## src/rtl/comparator_if.sv

```systemverilog
// comparator_if: operand/enable inputs and registered result/flag outputs.
// master drives a_in/b_in/en_in; slave (the comparator) drives y_out/carry/zero.
interface comparator_if #(
  parameter int WIDTH = 8
);
  logic [WIDTH-1:0] a_in;
  logic [WIDTH-1:0] b_in;
  logic             en_in;
  logic [WIDTH-1:0] y_out;
  logic             carry;
  logic             zero;

  modport master (
    output a_in, b_in, en_in,
    input  y_out, carry, zero
  );

  modport slave (
    input  a_in, b_in, en_in,
    output y_out, carry, zero
  );
endinterface

```

## src/rtl/comparator.sv

```systemverilog
// comparator: registered unsigned a-b with borrow (carry) and equal (zero).
// Ports: clk, rst (sync, active-high), bus (slave): a_in, b_in, en_in (low), y_out, carry, zero.
module comparator #(
  parameter int WIDTH = 8
) (
  input  logic         clk,
  input  logic         rst,
  comparator_if.slave  bus
);

  logic [WIDTH:0]   diff;
  logic [WIDTH-1:0] y_d, y_q;
  logic             carry_d, carry_q;
  logic             zero_d, zero_q;

  // Extra MSB captures the borrow out of the subtraction.
  assign diff = {1'b0, bus.a_in} - {1'b0, bus.b_in};

  always_comb begin
    y_d     = y_q;
    carry_d = carry_q;
    zero_d  = zero_q;
    if (!bus.en_in) begin
      y_d     = diff[WIDTH-1:0];
      carry_d = diff[WIDTH];
      zero_d  = (diff[WIDTH-1:0] == '0);
    end
  end

  always_ff @(posedge clk) begin
    if (rst) begin
      y_q     <= '0;
      carry_q <= 1'b0;
      zero_q  <= 1'b0;
    end else begin
      y_q     <= y_d;
      carry_q <= carry_d;
      zero_q  <= zero_d;
    end
  end

  assign bus.y_out = y_q;
  assign bus.carry = carry_q;
  assign bus.zero  = zero_q;

endmodule

```

## src/flat_wrapper.sv

```systemverilog
// flat-port wrapper written by rule: the top's interface ports become plain ports
module comparator_flat 
#(
  parameter int WIDTH = 8
)
  (clk, rst, bus_a_in, bus_b_in, bus_en_in, bus_y_out, bus_carry, bus_zero);
  comparator_if #(.WIDTH(WIDTH)) bus_i ();
  input  logic clk;
  input  logic rst;
  input wire logic [$bits(bus_i.a_in)-1:0] bus_a_in;
  input wire logic [$bits(bus_i.b_in)-1:0] bus_b_in;
  input wire logic [$bits(bus_i.en_in)-1:0] bus_en_in;
  output wire logic [$bits(bus_i.y_out)-1:0] bus_y_out;
  output wire logic [$bits(bus_i.carry)-1:0] bus_carry;
  output wire logic [$bits(bus_i.zero)-1:0] bus_zero;
  assign bus_i.a_in = bus_a_in;
  assign bus_i.b_in = bus_b_in;
  assign bus_i.en_in = bus_en_in;
  assign bus_y_out = bus_i.y_out;
  assign bus_carry = bus_i.carry;
  assign bus_zero = bus_i.zero;
  comparator #(.WIDTH(WIDTH)) u_core (.clk(clk), .rst(rst), .bus(bus_i));
endmodule
```

## config.mk

```make
export PLATFORM = sky130hd
export DESIGN_NAME = comparator_flat
export DESIGN_NICKNAME = d
export VERILOG_FILES = /design/src/rtl/comparator_if.sv /design/src/rtl/comparator.sv /design/src/flat_wrapper.sv
export SDC_FILE = /design/constraint.sdc
export NUM_CORES = 1
export LEC_CHECK = 0
export ABC_CLOCK_PERIOD_IN_PS = 5950
export BUFFER_PORTS_ARGS = -buffer_cell sky130_fd_sc_hd__buf_2
export CAP_MARGIN = 10
export CORE_MARGIN = 2
export CORE_UTILIZATION = 51
export DETAILED_ROUTE_END_ITERATION = 8
export HOLD_SLACK_MARGIN = 0.06
export PLACE_DENSITY_LB_ADDON = 0.3
export SLEW_MARGIN = 20
export SYNTH_ARGS = -nofsm -noshare
export SYNTH_HDL_FRONTEND = slang
export SYNTH_SLANG_ARGS = --single-unit
```

## constraint.sdc

```tcl
create_clock -name clk -period 5.95 [get_ports clk]
set_input_delay 1.4875 -clock clk [delete_from_list [all_inputs] [get_ports clk]]
set_output_delay 1.4875 -clock clk [all_outputs]
set_load 0.005 [all_outputs]
```

# Word level (Yosys, flattened, before mapping)
# Cells that the tools add are included.
# totals
latchBits,0
mem_bits_rw,0
input_bits,19
mem_bits_ro,0
ff_bits,10
output_inout_bits,10
elab_cells,5
mem_count,0
# op_classes
div,0
reduce_logical,1
add_sub_neg,1
n_lt_le_gt_ge,0
mux,0
bitwise,0
multipliers,0
shift,0
n_eq_ne,0
# op_table
op,n
8-bit by 8-bit subtractor with 9-bit output,1
8-bit logical NOT,1

# Logic depth before layout (Yosys ltp)
# Gate-level depths: netlist (run 1).
# logic_depth
depth_word,2
depth_mapped,9
mapped_depth_nobuf,9

# Least setup slack after synthesis (run 1)
# No wires, ideal clock.
# synth_path
path_type,input to register
startpoint,in bus_a_in[0]
endpoint,reg u_core.zero_q (netlist: u_core.bus.zero)
slack_ns,2.823
stages,8
n_path_buf,0
arrival_ns,3.039
t_required_ns,5.862
cell_sequence,inv_1 > ha_1 > fa_1 > nor2b_4 > o31a_1 > a21oi_1 > or3_1 > o32ai_2
# synth_between
elab_chain_cells,2
# synth_lines
element,line,rtl
start: declaration,flat_wrapper.sv:10,input wire logic [$bits(bus_i.a_in)-1:0] bus_a_in;
8-bit by 8-bit subtractor with 9-bit output,comparator.sv:17,"assign diff = {1'b0, bus.a_in} - {1'b0, bus.b_in};"
8-bit logical NOT,comparator.sv:26,zero_d = (diff[WIDTH-1:0] == '0);
end signal: assignment,comparator.sv:38,zero_q <= zero_d;
end: declaration,comparator.sv:14,"logic zero_d, zero_q;"
# No other way between the ends.
# A chain may end at the register's enable or synchronous reset.

# Worst setup path after layout (run 1)
# layout_path
startpoint,in bus_b_in[0]
endpoint,reg u_core.zero_q (netlist: u_core.bus.zero)
# layout_between
elab_chain_cells,2
# layout_lines
element,line,rtl
start: declaration,flat_wrapper.sv:11,input wire logic [$bits(bus_i.b_in)-1:0] bus_b_in;
8-bit by 8-bit subtractor with 9-bit output,comparator.sv:17,
8-bit logical NOT,comparator.sv:26,
# No other way between the ends.

==> results.toml, run 1 <==
[outcome]
status = "finished, final reports clean"

[final_layout]
area.growth.synth_to_final_pct = 24.17
finish.utilization_pct = 69.51
nets = 149
antenna_cells = 0
drive_gt1_share_pct = 29.17
final_cells = 135

[global_routing]
antenna_found_initial = 0
grt-ovfl-total = 0
track_usage_pct = 20.97
first_global_vias = 680
grt_pass1_wl_mm = 2.904
grt_max_degree = 17

[power]
pwr-share-comb_pct = 32.6
power_density_mw_per_mm2 = 217.2
p_int_mw = 0.1425
switchingPower_mw = 0.06131
p_clk_share_pct = 30.3
p_leak_nw = 0.4797
seqPwrFrac_pct = 37.0
peakVddDrop_mv = 0.1273
swShare_pct = 30.07

[logic_synthesis]
ys_ff_latch = 10
synth_fp_nets = 118
syn_area_um2 = 755.7
yosysTopAreaCell = "dfxtp_1"
synth_top_area_share_pct = 26.49
yosysWarnings = 0
ys_types = 31
synthCells = 90
synth_area_leaders = "dfxtp_1, ha_1, nor2_1, inv_1, nor2b_1"
avgSynthCellArea_um2 = 8.397
ys_seq_area_share_pct = 26.49

[detailed_routing]
viasPerCell = 5.422
drt_iter0_drc = 5
drt_pass1_iterations = 4
via_count = 732
routed_wl_mm = 1.659
post-route-drc-count = 0
drt.antenna.violating_nets = 0
wl_per_cell_um = 12.29

[min_path]
holdPathEnd = "u_core.bus.y_out[2]$_SDFFE_PP0N_"
hold_start = "u_core.bus.y_out[2]$_SDFFE_PP0N_"
hold_path_depth = 2
min_path_type = "flop to flop"

[setup_path]
ff2ff_path_depth = 2
crit_type = "primary input to flop"
rr_startpoint = "u_core.bus.zero$_SDFFE_PP0N_"
crit_arrival_ns = 3.29
cp.required_ns = 6.13
r2r-end = "u_core.bus.zero$_SDFFE_PP0N_"
r2r_slack_ns = 5.31
critical_path.max_fanout = 3
worstSetupEndpointType = "flop"
start_kind = "primary input"

[clock_tree]
clock-sinks = 10
clockBufferDepth = 2
hold_buffers = 0
cts_resized = 0
post_cts_buffers = 0
cts_tree = "yes"
clk_latency_ns = 0.26
htree_levels = 1
numCtsBuffers = 3
cts-root-buf = "clkbuf_4"
path_clk_slew_ns = 0.07

[placement]
place_ws_ns = 2.575
port-buffer-count = 28
gp_congestion = 0.7085
place_inst = 131
place.detailed.hpwl_mm = 1.347

[timing]
period_share_pct = 52.36
slew_headroom_pct = 72.25
setup_viol = 0
fmax_ghz = 0.3210
fin_ws_ns = 2.834
tightestPinTransition_ns = 0.4098
hold_violations = 0
setup_tns_ns = 0
period_minus_slack_ns = 3.116
slew_violations = 0
rsz0062_at_grt = "no"
clock_skew_ns = 0

[floorplanning]
initial_core_util_pct = 55.98
dieArea_mm2 = 0.001806
row_count = 13
num_io_pins = 29
coreArea_mm2 = 0.001350
fp.dieW_um = 42.50
die_h_um = 42.50

[run]
maxCapViolCount = 0
-- cells in the final DEF (no fill, tap or decap), types with 2 or more instances in the layout --
cell      Yosys  layout
buf_2         1      28
nor2_1       14      14
inv_1        10      10
dfxtp_1      10      10
ha_1          8       8
nor2b_1       5       5
a21oi_1       4       4
o21a_1        4       4
nand2_1       4       4
o31a_1        3       3
mux2i_1       3       3
or4_1         3       3
clkbuf_4      0       3
o21ai_0       2       2
nor3_1        2       2
-- state kept, by name (all words and copies together) (netlist names) --
register / cells
u_core.bus.y_out: 8
u_core.bus.carry: 1
u_core.bus.zero: 1
-- worst max path at each step --
stage,from,endpoint,cells past startpoint
3_5_place_dp,bus_b_in[0],u_core.bus.zero$_SDFFE_PP0N_,8
2_1_floorplan,bus_a_in[0],u_core.bus.zero$_SDFFE_PP0N_,8
4_1_cts,bus_b_in[0],u_core.bus.zero$_SDFFE_PP0N_,8
6_report,bus_b_in[0],u_core.bus.zero$_SDFFE_PP0N_,8
5_1_grt,bus_b_in[0],u_core.bus.zero$_SDFFE_PP0N_,8
3_3_place_gp,bus_b_in[0],u_core.bus.zero$_SDFFE_PP0N_,8
-- power by group through the flow --
stage	clock network, mW	registers (mW)	logic, mW
finish	0.0618	0.0755	0.0665
global route	0.0686	0.0762	0.0745
CTS	0.0643	0.0755	0.0669
detailed placement	0	0.0771	0.0664
global placement	0	0.0767	0.0639
floorplan	0	0.0776	0.0451
-- stage by stage --
step                hold WS (ns)  total power [mW]  cell area (µm²)
global route              0.5319            0.2193            938.4
CTS                       0.4919            0.2066            938.4
global placement          0.4672            0.1406            902.1
detailed placement        0.4748            0.1435            902.1
finish                    0.4892            0.2039            938.4
floorplan                 0.4822            0.1227            755.7
-- worst max-delay path, cell delays in order --
cell	delay, ns
buf_2	0.10
ha_1	0.21
fa_1	0.44
nor2b_4	0.13
o31a_1	0.17
a21oi_1	0.07
or3_1	0.41
o32ai_2	0.26
-- Yosys cell counts --
library cell and count:
or4_1 3, nor2_1 14, nor2b_4 1, or2b_1 1, o21bai_1 1, o311ai_0 1, or3_1 1, o21a_1 4
a221oi_1 1, nor2b_1 5, o311ai_1 1, o21ai_0 2, a21boi_1 1, dfxtp_1 10, o21a_2 1, o311a_1 1
a21oi_1 4, nand2_1 4, xor2_1 1, buf_4 1, buf_2 1, o32ai_2 1, ha_1 8, nand4b_1 1
inv_1 10, o31ai_1 1, nor3_1 2, xnor2_1 1, mux2i_1 3, o31a_1 3, fa_1 1
-- cells by family after synthesis --
group	after synthesis	synth area share, %
muxes	3	3.974
AOI/OAI and AO/OA	22	22.52
buffers and inverters	12	6.623
and+or+nand+nor	32	22.19
xor gates and xnor gates	2	2.318
adders and majority gates	9	15.89
DFF	10	26.49
-- cell type report --
type	instances	area (µm²)
Clock buffer	4	36.28
Fill cell	120	411.6
Inverter	10	37.54
Multi-Input combinational cell	68	505.5
Sequential cell	10	200.2
Tap cell	15	18.77
Timing Repair Buffer	28	140.1
-- metal layers --
layer	vias to the layer above	wire length, µm	GRT usage, %
li1	378	-	-
met1	332	712	24.28
met2	20	848	37.85
met3	2	87	5.172
met4	0	10	5.625
met5	-	0	0
(Power assumes the default switching activity.)
==> inputs of run 2 (changes only) <==
Settings changed: ABC_CLOCK_PERIOD_IN_PS 5950 to 3200, CORE_UTILIZATION 51 to 47.
Clock period 5.95 ns to 3.2 ns, I/O delays scaled along.
==> results.toml, run 2 (synthesis gave the netlist of run 1 again) <==
[floorplanning]
initial_core_util_pct = 50.17
num_io_pins = 29
fp.dieW_um = 44.10
coreArea_mm2 = 0.001506
dieArea_mm2 = 0.001945
row_count = 14
die_h_um = 44.10

[outcome]
status = "finished, final reports clean"

[clock_tree]
cts_resized = 0
post_cts_buffers = 0
cts_tree = "yes"
path_clk_slew_ns = 0.07
numCtsBuffers = 3
hold_buffers = 0
clockBufferDepth = 2
clock-sinks = 10
htree_levels = 1
cts-root-buf = "clkbuf_4"
clk_latency_ns = 0.27

[timing]
hold_violations = 0
period_minus_slack_ns = 2.364
setup_tns_ns = 0
period_share_pct = 73.89
fmax_ghz = 0.4229
setup_viol = 0
slew_headroom_pct = 74.22
clock_skew_ns = 0
rsz0062_at_grt = "no"
tightestPinTransition_ns = 0.3807
slew_violations = 0

[detailed_routing]
via_count = 725
viasPerCell = 5.331
routed_wl_mm = 1.469
drt.antenna.violating_nets = 0
post-route-drc-count = 0
wl_per_cell_um = 10.80
drt_iter0_drc = 3
drt_pass1_iterations = 4

[final_layout]
area.growth.synth_to_final_pct = 24.34
mostFrequentLayoutCell = "buf_2"
nets = 149
fill_cells = 149
final_cell_mix = "buf_2, nor2_1, inv_1, dfxtp_1, ha_1"
postLayoutCellArea_um2 = 939.7
drive_gt1_share_pct = 29.17
antenna_cells = 0
largest_reg_flops = 8

[global_routing]
grt_pass1_wl_mm = 2.435
grt-ovfl-total = 0
first_global_vias = 602
track_usage_pct = 16.41
grt_max_degree = 17
antenna_found_initial = 0

[setup_path]
critical_path.max_fanout = 3
ff2ff_path_depth = 2
cp.required_ns = 3.38
worstSetupEndpointType = "flop"
crit_arrival_ns = 2.55
crit_type = "primary input to flop"
start_kind = "primary input"
r2r_slack_ns = 2.57

[placement]
gp_congestion = 0.7520
port-buffer-count = 28
place.detailed.hpwl_mm = 1.193
postPlaceCellArea_um2 = 903.4

[min_path]
hold_path_depth = 2
min_path_type = "flop to flop"

[power]
power_density_mw_per_mm2 = 400.0
peakVddDrop_mv = 0.3184
p_leak_nw = 0.4797

[run]
maxCapViolCount = 0
-- run 2: cell counts in the layout (fill, tap and decap cells not counted) --
No cell type changed its count.
-- run 2: metal layers --
| layer | global-route usage (%) | part of all wire, % | vias to the layer above |
|---|---|---|---|
| li1 | - | - | 377 |
| met1 | 20.40 | 48 | 325 |
| met2 | 27.94 | 45 | 23 |
| met3 | 6.122 | 6.2 | 0 |
| met4 | 1.818 | 0 | 0 |
| met5 | 0 | 0 | - |
-- run 2: final timing paths --
kind,startpoint,end
setup reg to reg,u_core.bus.zero$_SDFFE_PP0N_,u_core.bus.zero$_SDFFE_PP0N_
hold / removal,u_core.bus.y_out[0]$_SDFFE_PP0N_,u_core.bus.y_out[0]$_SDFFE_PP0N_
setup / recovery,bus_b_in[0],u_core.bus.zero$_SDFFE_PP0N_
hold reg to reg,u_core.bus.y_out[0]$_SDFFE_PP0N_,u_core.bus.y_out[0]$_SDFFE_PP0N_
-- run 2: stage by stage --
stage	total power, mW	instances	setup slack [ns]	hold WS (ns)	utilization, %
6_report	0.3759	136	0.8356	0.4835	62.38
5_1_grt	0.4028	136	0.7486	0.5404	62.38
4_1_cts	0.3795	136	0.8348	0.4904	62.38
3_5_place_dp	0.2651	132	0.5523	0.4739	59.97
3_3_place_gp	0.2619	132	0.6189	0.4691	59.97
2_1_floorplan	0.2282	90	0.7607	0.4822	-
-- run 2: cell type report --
cell class	instances	area, µm²	share of cell area [%]
multi-input combinational	68	505.5	53.79
tap	16	20.02	2.130
inverter	10	37.54	3.995
clock buffer	4	36.28	3.862
timing repair buffer	28	140.1	14.91
sequential	10	200.2	21.30
-- run 2: where the power goes --
| group | switching, mW | leakage [nW] | internal [mW] | total, mW |
|---|---|---|---|---|
| logic | 0.0611 | 0.376 | 0.0606 | 0.122 |
| clock network | 0.0452 | 0.0210 | 0.0691 | 0.114 |
| registers | 0.00461 | 0.0825 | 0.135 | 0.140 |
-- run 2: worst max-delay path, stage by stage --
cell	delay, ns
buf_2	0.10
ha_1	0.21
fa_1	0.44
nor2b_4	0.13
o31a_1	0.17
a21oi_1	0.06
or3_1	0.39
o32ai_2	0.25
